==> config.mk <==
export PLATFORM = sky130hd
export DESIGN_NAME = if_id_stage
export DESIGN_NICKNAME = d
export VERILOG_FILES = /design/src/rtl/if_id_stage.sv
export SDC_FILE = /design/constraint.sdc
export NUM_CORES = 1
export LEC_CHECK = 0
export BUFFER_PORTS_ARGS = -buffer_cell sky130_fd_sc_hd__buf_2
export CORE_ASPECT_RATIO = 1.75
export CORE_MARGIN = 2
export CORE_UTILIZATION = 42
export DETAILED_ROUTE_END_ITERATION = 12
export PLACE_DENSITY_LB_ADDON = 0.2
export SETUP_SLACK_MARGIN = 0.2
export SLEW_MARGIN = 10
export SYNTH_ARGS = -nofsm -noshare
export SYNTH_HDL_FRONTEND = slang
export SYNTH_SLANG_ARGS = --single-unit
==> constraint.sdc <==
create_clock -name clk_i -period 1.6 [get_ports clk_i]
set_input_delay 0.32 -clock clk_i [delete_from_list [all_inputs] [get_ports clk_i]]
set_output_delay 0.32 -clock clk_i [all_outputs]
set_load 0.03 [all_outputs]
==> src/rtl/if_id_stage.sv <==
// IF/ID pipeline stage: registered fetch address/instruction with valid/ready
// flow control, synchronous reset, flush-to-bubble and an optional skid entry.
// Define IF_ID_SKID_EN to build the two-entry variant with a registered ready_o;
// without it the stage is a single register whose ready_o follows ready_i.
module if_id_stage #(
  parameter int unsigned            ADDR_W    = 32,
  parameter int unsigned            INSTR_W   = 32,
  parameter logic [INSTR_W-1:0]     NOP_INSTR = INSTR_W'(32'h0000_0013)
) (
  input  logic               clk_i,
  input  logic               rst_i,
  input  logic               flush_i,
  input  logic               valid_i,
  output logic               ready_o,
  input  logic [ADDR_W-1:0]  addr_i,
  input  logic [INSTR_W-1:0] instr_i,
  output logic               valid_o,
  input  logic               ready_i,
  output logic [ADDR_W-1:0]  addr_o,
  output logic [INSTR_W-1:0] instr_o,
  output logic [1:0]         occ_o
);

  logic               main_valid_q, main_valid_d;
  logic [ADDR_W-1:0]  main_addr_q,  main_addr_d;
  logic [INSTR_W-1:0] main_instr_q, main_instr_d;
  logic               accept, release_e;

`ifdef IF_ID_SKID_EN
  logic               skid_valid_q, skid_valid_d;
  logic [ADDR_W-1:0]  skid_addr_q,  skid_addr_d;
  logic [INSTR_W-1:0] skid_instr_q, skid_instr_d;

  // Ready depends only on held state, never on ready_i
  assign ready_o = ~skid_valid_q & ~rst_i;

  // Next state: main register is the output, skid absorbs one entry during a stall
  always_comb begin
    main_valid_d = main_valid_q;
    main_addr_d  = main_addr_q;
    main_instr_d = main_instr_q;
    skid_valid_d = skid_valid_q;
    skid_addr_d  = skid_addr_q;
    skid_instr_d = skid_instr_q;
    accept       = valid_i & ready_o;
    release_e    = main_valid_q & ready_i;
    if (rst_i) begin
      main_valid_d = 1'b0;
      main_addr_d  = '0;
      main_instr_d = NOP_INSTR;
      skid_valid_d = 1'b0;
      skid_addr_d  = '0;
      skid_instr_d = NOP_INSTR;
    end else if (flush_i) begin
      main_valid_d = 1'b0;
      main_instr_d = NOP_INSTR;
      skid_valid_d = 1'b0;
    end else if (skid_valid_q) begin
      if (release_e) begin
        main_addr_d  = skid_addr_q;
        main_instr_d = skid_instr_q;
        skid_valid_d = 1'b0;
      end
    end else if (main_valid_q) begin
      if (accept && release_e) begin
        main_addr_d  = addr_i;
        main_instr_d = instr_i;
      end else if (accept) begin
        skid_valid_d = 1'b1;
        skid_addr_d  = addr_i;
        skid_instr_d = instr_i;
      end else if (release_e) begin
        main_valid_d = 1'b0;
        main_instr_d = NOP_INSTR;
      end
    end else if (accept) begin
      main_valid_d = 1'b1;
      main_addr_d  = addr_i;
      main_instr_d = instr_i;
    end
  end

  // Skid storage registers
  always_ff @(posedge clk_i) begin
    skid_valid_q <= skid_valid_d;
    skid_addr_q  <= skid_addr_d;
    skid_instr_q <= skid_instr_d;
  end

  // Skid entry is only ever valid behind a valid main entry
  assign occ_o = 2'(main_valid_q) + 2'(skid_valid_q);
`else
  // Single register: a full stage can accept only when it is released this edge
  assign ready_o = (~main_valid_q | ready_i) & ~rst_i;

  // Next state for the single output register
  always_comb begin
    main_valid_d = main_valid_q;
    main_addr_d  = main_addr_q;
    main_instr_d = main_instr_q;
    accept       = valid_i & ready_o;
    release_e    = main_valid_q & ready_i;
    if (rst_i) begin
      main_valid_d = 1'b0;
      main_addr_d  = '0;
      main_instr_d = NOP_INSTR;
    end else if (flush_i) begin
      main_valid_d = 1'b0;
      main_instr_d = NOP_INSTR;
    end else if (accept) begin
      main_valid_d = 1'b1;
      main_addr_d  = addr_i;
      main_instr_d = instr_i;
    end else if (release_e) begin
      main_valid_d = 1'b0;
      main_instr_d = NOP_INSTR;
    end
  end

  assign occ_o = {1'b0, main_valid_q};
`endif

  // Main (output) register; reset is applied through the _d path
  always_ff @(posedge clk_i) begin
    main_valid_q <= main_valid_d;
    main_addr_q  <= main_addr_d;
    main_instr_q <= main_instr_d;
  end

  assign valid_o = main_valid_q;
  assign addr_o  = main_addr_q;
  assign instr_o = main_instr_q;

endmodule

==> results of run 1 <==
## placed cells by master (no fill, tap or decap), types with 3 or more instances in the layout
master | synthesis | layout
sky130_fd_sc_hd__nor2_1 | 3 | 3
sky130_fd_sc_hd__dfxtp_1 | 65 | 64
sky130_fd_sc_hd__o22a_1 | 3 | 3
sky130_fd_sc_hd__clkbuf_8 | 0 | 11
sky130_fd_sc_hd__o21ai_1 | 32 | 32
sky130_fd_sc_hd__buf_2 | 5 | 134
sky130_fd_sc_hd__nand2_1 | 33 | 33
sky130_fd_sc_hd__a22o_1 | 29 | 29
sky130_fd_sc_hd__nand3_1 | 32 | 32
sky130_fd_sc_hd__buf_4 | 3 | 6
## stage by stage
stage | instance area, um2 | utilization [%] | power, uW
global route | 3180 | 61.1 | 3900
detailed placement | 2930 | 56.2 | 2230
finish | 3180 | 61.1 | 3740
floorplan | 2230 | - | 2040
CTS | 3180 | 60.9 | 3780
global placement | 2930 | 56.2 | 2220
## power breakdown
part / internal [uW] / switching [uW] / total [uW]
combinational: 176 / 293 / 469
sequential: 1690 / 34.0 / 1720
clock: 957 / 592 / 1550
total: 2820 / 919 / 3740
## worst min-delay path by stage
stage                      startpoint                       end  cells past startpoint
2_1_floorplan                 valid_i      valid_o$_SDFFE_PP0P_                      1
3_3_place_gp   addr_o[2]$_SDFFE_PP0P_    addr_o[2]$_SDFFE_PP0P_                      2
3_5_place_dp   addr_o[4]$_SDFFE_PP0P_    addr_o[4]$_SDFFE_PP0P_                      2
4_1_cts                   instr_i[29]  instr_o[29]$_SDFFE_PP0P_                      2
5_1_grt                   instr_i[17]  instr_o[17]$_SDFFE_PP0P_                      2
6_report                  instr_i[29]  instr_o[29]$_SDFFE_PP0P_                      2
## layout make-up
type                            count  area [um2]
Clock inverter                      5        77.6
Inverter                            1        3.75
Sequential cell                    65        1300
Timing Repair Buffer              144         778
Tap cell                           55        68.8
Multi-Input combinational cell    140         801
Fill cell                         488        2030
Clock buffer                       11         151
## state kept, by name, indices dropped and copies added (netlist names)
signal	count
addr_o	32
instr_o	32
valid_o	1
## logic make-up after synthesis
kind of cell | Yosys count
compound gates | 67
buf+inv | 23
flops | 65
other cells | 1
simple gates | 72
## worst max-delay path, delay by kind of cell, from the launching register on
kind / cells / cell delay [ns]
buffers and inverters: 1 / 0.17
and+or+nand+nor: 2 / 0.29
DFF: 1 / 0.31
## timing repair
action | 4_1_cts | 5_1_grt
endpoints found under the setup margin | 1 | 33
hold endpoints to repair | 0 | 0
buffers inserted | 2 | 0
gates resized for setup | 2 | 2
## per-layer routing
| metal | GRT usage, % | wire (um) | part of all wire (%) |
|---|---|---|---|
| met1 | 18.9 | 2110 | 38 |
| met5 | 0 | 0 | 0 |
| met4 | 9.44 | 121 | 2.2 |
| met2 | 34.0 | 2880 | 52 |
| met3 | 5.67 | 402 | 7.3 |
==> reports/metrics.yaml, run 1 <==
status:
  run_status: "completed"
grt:
  global_route.usage.total_pct: 18.9
  grt_max_degree: 34
  global_route_wire_length_before_repair_um: 8710
  grt_overflow_total: 0
  grt_pass1_vias: 2039
  number_of_antenna_violations_at_the_first_check_in_global_routing: 0
synth:
  netlist.top_cell.by_area: "sky130_fd_sc_hd__dfxtp_1"
  number_of_nets_produced_by_synthesis: 297
  most_common_library_cells_after_synthesis: "65 x sky130_fd_sc_hd__dfxtp_1, 33 x sky130_fd_sc_hd__nand2_1, 32 x sky130_fd_sc_hd__nand3_1, 32 x sky130_fd_sc_hd__o21ai_1, 29 x sky130_fd_sc_hd__a22o_1"
  yosys.area.top_type_share_pct: 58.4
  synth_compound_gate_area_share_pct: 20.7
  synth.ff_latch_count: 65
  synthSimpleGateAreaFrac_pct: 14.7
  synth_seq_area_share_pct: 58.4
  syn_inst: 228
  synth_area_um2: 2230
  muxShareOfSynthArea_pct: 0
  synth-edff-count: 0
  ys_dominant_reg_cell: "sky130_fd_sc_hd__dfxtp_1"
  yosysWarnings: 0
  synth.top_cells.by_area: "sky130_fd_sc_hd__dfxtp_1 58%, sky130_fd_sc_hd__a22o_1 11%, sky130_fd_sc_hd__nand3_1 7.2%"
  synth-async-reset-ratio_pct: 0
  post_synthesis_xor_xnor_area_fraction_pct: 0
  post-synth-top-count-cell: "sky130_fd_sc_hd__dfxtp_1"
  synth_top_family_by_area: "compound AO/OA/AOI/OAI gates"
  synth.lib_cells_used.distinct: 19
  synth_adder_area_share_pct: 0
  avgSynthCellArea_um2: 9.77
clocking:
  number_of_sinks_driven_by_the_clock_tree: 65
  cts_hold_buf: 0
  source_to_sink_clock_delay_at_the_later_pin_of_the_worst_skew_pair_ns: 0.33
  cts.root.buffer_cell: "sky130_fd_sc_hd__clkbuf_8"
  ctsLongestPathBuffers: 2
  cts.clk_slew.worst_paths_ns: 0.07
  clock_buffers_created_by_tritoncts: 9
  cts-htree-levels: 3
  tritoncts: "yes"
placement:
  place.port_buffers: 135
  gp_congestion: 0.710
  place_inst: 403
  dpl_worst_slack_ns: 0.199
  post-dp-hpwl_um: 3860
die:
  core.rowCount: 35
  fp.dieH_um: 100
  core_um2: 5210
  die_width_um: 59.0
  design.portCount: 137
  floorplan.die_area_um2: 5920
  initial_utilization_pct: 42.7
drt:
  detail_route.first_pass.iterations: 4
  routed_antenna_nets: 0
  drt-vias-per-instance: 5.05
  drt_drc_violations_left: 0
  wirelength_um: 5510
  route.vias.total: 2127
  drt-initial-drc-count: 118
  avg_wl_per_cell_um: 13.1
critical_path:
  worstSetupStartpointType: "flop"
  rr_endpoint: "instr_o[10]$_SDFFE_PP0P_"
  reg2reg_depth: 5
  setup.reg_to_reg.worst_slack_ns: 0.26
  rr_startpoint: "valid_o$_SDFFE_PP0P_"
  worst_path_max_delay_cell: "sky130_fd_sc_hd__dfxtp_2"
  critPathLaunch: "valid_o$_SDFFE_PP0P_"
  cp.arrival_ns: 1.09
  critical_path.max_fanout: 2
  cp_cell_sequence: "and2b_2, nor2_1, buf_4"
  setup.worst_path.end_class: "primary output"
  critPathKind: "reg2out"
  setup.worst_path.end: "ready_o"
  critPathRequiredTime_ns: 1.28
  max_stage_delay_ns: 0.31
worst_hold_path:
  hold_path_class: "in2reg"
timing:
  setup_tns_ns: 0
  hold_viol: 0
  final.min_clock_period_ns: 1.41
  setup_slack_ns: 0.192
  finalHoldWorstSlack_ns: 0.206
  timing.clock.skew_ns: 0.00832
  finalCritPeriodShare_pct: 88.0
  grt_setup_unrepaired: "yes"
  timing.final.setup_violations: 0
  maxSlewViolCount: 0
  max_clock_freq_mhz: 710
layout:
  fraction_of_layout_instances_using_a_drive_strength_above_1_pct: 44.8
  nets: 430
  stdcell_count: 421
  n_antenna_cell: 0
  area.growth.synth_to_final_pct: 42.9
power:
  max-vdd-ir-drop_mv: 0.689
  cellPowerDensity_nw_per_um2: 1180
  leak_pwr_uw: 0.00156
job:
  timing.max_cap.violations: 0
Power figures use the tool's default switching activity.
==> inputs of run 2 (changes only) <==
--- a/config.mk
+++ b/config.mk
@@ -6,9 +6,11 @@
 export NUM_CORES = 1
 export LEC_CHECK = 0
 export BUFFER_PORTS_ARGS = -buffer_cell sky130_fd_sc_hd__buf_2
+export CELL_PAD_IN_SITES_DETAIL_PLACEMENT = 0
+export CELL_PAD_IN_SITES_GLOBAL_PLACEMENT = 1
 export CORE_ASPECT_RATIO = 1.75
 export CORE_MARGIN = 2
-export CORE_UTILIZATION = 42
+export CORE_UTILIZATION = 30
 export DETAILED_ROUTE_END_ITERATION = 12
 export PLACE_DENSITY_LB_ADDON = 0.2
 export SETUP_SLACK_MARGIN = 0.2
==> constraint.sdc (replaced) <==
create_clock -name clk_i -period 1.4 [get_ports clk_i]
set_input_delay 0.28 -clock clk_i [delete_from_list [all_inputs] [get_ports clk_i]]
set_output_delay 0.28 -clock clk_i [all_outputs]
set_load 0.03 [all_outputs]
==> run 2 against run 1 <==
Critical path depth did not move. Sequential power rose by 15%. Critical endpoint unchanged. Sequential share of layout area decreased by 5.6 points. Via count grew 4.2%. Largest power group unchanged.
==> reports/metrics.yaml, run 2 (same netlist as run 1, synthesis figures left out) <==
placement:
  place.port_buffers: 135
  gp_congestion: 0.758
  post-dp-hpwl_um: 4370
  postPlaceCellArea_um2: 3010
  dpl_worst_slack_ns: 0.0915
timing:
  setup_slack_ns: 0.0298
  maxSlewViolCount: 0
  hold_viol: 0
  finalCritPeriodShare_pct: 97.9
  final.min_clock_period_ns: 1.37
  timing.final.setup_violations: 0
  timing.clock.skew_ns: 0.00321
  grt_setup_unrepaired: "yes"
  max_clock_freq_mhz: 730
drt:
  drt-initial-drc-count: 134
  detail_route.first_pass.iterations: 4
  routed_antenna_nets: 0
  route.vias.total: 2217
  drt_drc_violations_left: 0
  wirelength_um: 7310
  avg_wl_per_cell_um: 15.6
  drt-vias-per-instance: 4.72
critical_path:
  critPathRequiredTime_ns: 1.12
  setup.worst_path.end_class: "primary output"
  critical_path.max_fanout: 2
  critPathKind: "reg2out"
  cp.arrival_ns: 1.09
  worstSetupStartpointType: "flop"
clocking:
  cts.root.buffer_cell: "sky130_fd_sc_hd__clkbuf_16"
  tritoncts: "yes"
  cts.clk_slew.worst_paths_ns: 0.05
  number_of_sinks_driven_by_the_clock_tree: 65
  cts-htree-levels: 3
  clock_buffers_created_by_tritoncts: 9
  ctsLongestPathBuffers: 2
  source_to_sink_clock_delay_at_the_later_pin_of_the_worst_skew_pair_ns: 0.32
power:
  cellPowerDensity_nw_per_um2: 1230
  leak_pwr_uw: 0.00177
  max-vdd-ir-drop_mv: 0.760
die:
  die_width_um: 69.1
  design.portCount: 137
  core.rowCount: 41
  core_um2: 7180
  fp.dieH_um: 118
  floorplan.die_area_um2: 8160
  initial_utilization_pct: 31.0
layout:
  layout.cells.most_common_list: "131 x sky130_fd_sc_hd__buf_2, 64 x sky130_fd_sc_hd__dfxtp_1, 32 x sky130_fd_sc_hd__nand2_1, 32 x sky130_fd_sc_hd__nand3_1, 29 x sky130_fd_sc_hd__a22o_1"
  fraction_of_layout_instances_using_a_drive_strength_above_1_pct: 50.0
  area.growth.synth_to_final_pct: 66.0
  n_antenna_cell: 0
  mostFrequentLayoutCell: "sky130_fd_sc_hd__buf_2"
  final_area_um2: 3700
  nets: 448
grt:
  grt_overflow_total: 0
  global_route.usage.total_pct: 14.9
  grt_pass1_vias: 2040
  global_route_wire_length_before_repair_um: 9560
  number_of_antenna_violations_at_the_first_check_in_global_routing: 0
  grt_max_degree: 36
status:
  run_status: "completed"
job:
  timing.max_cap.violations: 0
worst_hold_path:
  hold_path_class: "in2reg"
run 2: cell types whose count changed in the layout (fill, tap and decap cells not counted), sizes merged:
cell / before / now
clkbuf: 11 / 21
buf: 144 / 153
bufinv: 2 / 0
clkinv: 2 / 4
clkinvlp: 1 / 0
run 2: through the flow:
step | power (uW) | utilization, % | hold WS, ns | std cells | TNS (ns)
2_1_floorplan | 2340 | - | 0.403 | 228 | 0
3_3_place_gp | 2560 | 42.0 | 0.433 | 436 | 0
3_5_place_dp | 2560 | 42.0 | 0.441 | 436 | 0
4_1_cts | 4520 | 46.7 | 0.167 | 454 | -0.0204
5_1_grt | 4750 | 51.5 | 0.165 | 470 | -0.0185
6_report | 4550 | 51.5 | 0.178 | 470 | 0
run 2: worst max-delay path, cell delays in order, from the launching register on:
cell,delay (ns)
sky130_fd_sc_hd__dfxtp_4,0.33
sky130_fd_sc_hd__and2b_2,0.20
sky130_fd_sc_hd__nor2_2,0.10
sky130_fd_sc_hd__buf_6,0.14
run 2: area by class of cell:
cell class / instances / area, um2
Fill cell: 710 / 3480
Sequential cell: 65 / 1310
Timing Repair Buffer: 162 / 1170
Multi-Input combinational cell: 140 / 858
Clock buffer: 12 / 236
Tap cell: 86 / 108
Clock inverter: 4 / 20.0
Inverter: 1 / 3.75
run 2: final timing paths:
kind	startpoint	to	slack, ns	depth (start not counted)
worst min register to register	addr_o[11]$_SDFFE_PP0P_	addr_o[11]$_SDFFE_PP0P_	0.44	2
worst max-delay path	valid_o$_SDFFE_PP0P_	ready_o	0.03	3
worst max register to register	valid_o$_SDFFE_PP0P_	instr_o[25]$_SDFFE_PP0P_	0.04	5
worst min-delay path	instr_i[31]	instr_o[31]$_SDFFE_PP0P_	0.18	2
run 2: timing repair:
| item | 4_1_cts | 5_1_grt |
|---|---|---|
| cloned | 0 | 13 |
| hold buffers | 0 | 0 |
| endpoints found under the setup margin | 33 | 68 |
| pin swaps | 1 | 1 |
| resized for setup | 20 | 11 |
| buffers inserted | 2 | 3 |
run 2: where the power goes:
group          switching, uW  leakage [uW]  internal (uW)
Clock                    736      0.000130           1180
Sequential              40.9      0.000532           1930
Combinational            376       0.00111            281
Total                   1150       0.00177           3400
run 2: layer usage:
| layer | global-route usage, % | share of wire (%) |
|---|---|---|
| met1 | 15.3 | 36 |
| met2 | 26.4 | 57 |
| met3 | 5.14 | 5.9 |
| met4 | 6.99 | 1.3 |
| met5 | 0 | 0 |
==> inputs of run 3 (changes only) <==
==> constraint.sdc (replaced) <==
create_clock -name clk_i -period 1.4 [get_ports clk_i]
set_input_delay 0.21 -clock clk_i [delete_from_list [all_inputs] [get_ports clk_i]]
set_output_delay 0.21 -clock clk_i [all_outputs]
set_load 0.03 [all_outputs]
==> run 3 against run 2 <==
Cell area increased by 0.78%. Final cell count decreased by 0.64%. Utilization increased by 0.40 points. Worst setup slack improved by 0.045 ns.
==> reports/metrics.yaml, run 3 (same netlist as run 1, synthesis figures left out) <==
status:
  run_status: "completed"
critical_path:
  setup.reg_to_reg.worst_slack_ns: 0.11
  rr_startpoint: "valid_o$_SDFFE_PP0P_"
  setup.worst_path.end_class: "primary output"
  critical_path.max_fanout: 4
  critPathRequiredTime_ns: 1.19
  critPathKind: "reg2out"
  setup.worst_path.end: "ready_o"
  reg2reg_depth: 4
  rr_endpoint: "instr_o[15]$_SDFFE_PP0P_"
  worstSetupStartpointType: "flop"
  cp.arrival_ns: 1.12
  critPathLaunch: "valid_o$_SDFFE_PP0P_"
timing:
  setup_slack_ns: 0.0747
  grt_setup_unrepaired: "yes"
  maxSlewViolCount: 0
  max_clock_freq_mhz: 755
  setup_tns_ns: 0
  final.min_clock_period_ns: 1.33
  finalCritPeriodShare_pct: 94.7
  hold_viol: 0
  finalHoldWorstSlack_ns: 0.112
  timing.final.setup_violations: 0
  timing.clock.skew_ns: 0.00448
worst_hold_path:
  worstHoldPathCells: 2
  hold_path_class: "in2reg"
clocking:
  clock_buffers_created_by_tritoncts: 9
  cts-htree-levels: 3
  cts.clk_slew.worst_paths_ns: 0.05
  number_of_sinks_driven_by_the_clock_tree: 65
  ctsLongestPathBuffers: 2
  cts.root.buffer_cell: "sky130_fd_sc_hd__clkbuf_16"
  tritoncts: "yes"
  source_to_sink_clock_delay_at_the_later_pin_of_the_worst_skew_pair_ns: 0.32
  cts_hold_buf: 0
grt:
  grt_max_degree: 33
  grt_overflow_total: 0
  global_route_wire_length_before_repair_um: 10100
  global_route.usage.total_pct: 15.9
  number_of_antenna_violations_at_the_first_check_in_global_routing: 0
  grt_pass1_vias: 2064
layout:
  layout.cells.most_common_list: "132 x sky130_fd_sc_hd__buf_2, 64 x sky130_fd_sc_hd__dfxtp_1, 32 x sky130_fd_sc_hd__nand2_1, 32 x sky130_fd_sc_hd__nand3_1, 32 x sky130_fd_sc_hd__o21ai_1"
  nets: 445
  area.growth.synth_to_final_pct: 67.3
  mostFrequentLayoutCell: "sky130_fd_sc_hd__buf_2"
  fraction_of_layout_instances_using_a_drive_strength_above_1_pct: 47.2
  n_antenna_cell: 0
  final_area_um2: 3730
  layout.core_utilization_pct: 51.9
die:
  core_um2: 7180
  initial_utilization_pct: 31.0
  floorplan.die_area_um2: 8160
  design.portCount: 137
  core.rowCount: 41
  die_width_um: 69.1
  fp.dieH_um: 118
drt:
  drt-vias-per-instance: 4.77
  wirelength_um: 7420
  avg_wl_per_cell_um: 15.9
  drt-initial-drc-count: 109
  routed_antenna_nets: 0
  route.vias.total: 2228
  drt_drc_violations_left: 0
  detail_route.first_pass.iterations: 4
job:
  timing.max_cap.violations: 0
placement:
  postPlaceCellArea_um2: 3010
  place.port_buffers: 135
  dpl_worst_slack_ns: 0.115
  gp_congestion: 0.769
  post-dp-hpwl_um: 4400
power:
  cellPowerDensity_nw_per_um2: 1340
  leak_pwr_uw: 0.00178
  max-vdd-ir-drop_mv: 0.791
run 3: how the worst min path moves through the flow:
stage	start	end	slack (ns)
after floorplan	valid_i	valid_o$_SDFFE_PP0P_	0.33
after global placement	instr_i[31]	instr_o[31]$_SDFFE_PP0P_	0.43
after detailed placement	instr_i[22]	instr_o[22]$_SDFFE_PP0P_	0.44
after CTS	instr_i[13]	instr_o[13]$_SDFFE_PP0P_	0.1
after global routing	instr_i[13]	instr_o[13]$_SDFFE_PP0P_	0.11
final	instr_i[17]	instr_o[17]$_SDFFE_PP0P_	0.11
run 3: per-layer routing:
layer | wire (um) | up-vias | global-route usage, %
li1 | - | 1103 | -
met1 | 2700 | 1027 | 16.6
met2 | 4210 | 89 | 28.4
met3 | 414 | 9 | 5.48
met4 | 92 | 0 | 6.99
met5 | 0 | - | 0
run 3: timing repair:
item | CTS | global route
endpoints found under the hold margin | 0 | 0
gates resized for setup | 6 | 16
pin swaps | 2 | 2
setup buffers | 1 | 3
cloned | 3 | 10
endpoints found under the setup margin | 33 | 56
run 3: where the power goes:
| part | internal [uW] | leakage [uW] | switching, uW |
|---|---|---|---|
| logic | 278 | 0.00109 | 374 |
| registers | 1930 | 0.000532 | 40.3 |
| clock network | 1660 | 0.000157 | 727 |
run 3: cell type report:
cell class                      count  area (um2)
Multi-Input combinational cell    141         836
Tap cell                           86         108
Fill cell                         699        3460
Inverter                            1        3.75
Clock buffer                       14         264
Timing Repair Buffer              158        1150
Clock inverter                      2        60.1
Sequential cell                    65        1310
run 3: per-stage QoR:
step / cells / power [uW]
2_1_floorplan: 228 / 2340
3_3_place_gp: 434 / 2560
6_report: 467 / 5010
5_1_grt: 467 / 5220
4_1_cts: 454 / 5010
3_5_place_dp: 434 / 2560
run 3: worst max-delay path: stages (launching register included):
cell	delay [ns]
sky130_fd_sc_hd__dfxtp_4	0.33
sky130_fd_sc_hd__and2b_2	0.23
sky130_fd_sc_hd__nor2_2	0.10
sky130_fd_sc_hd__buf_6	0.13
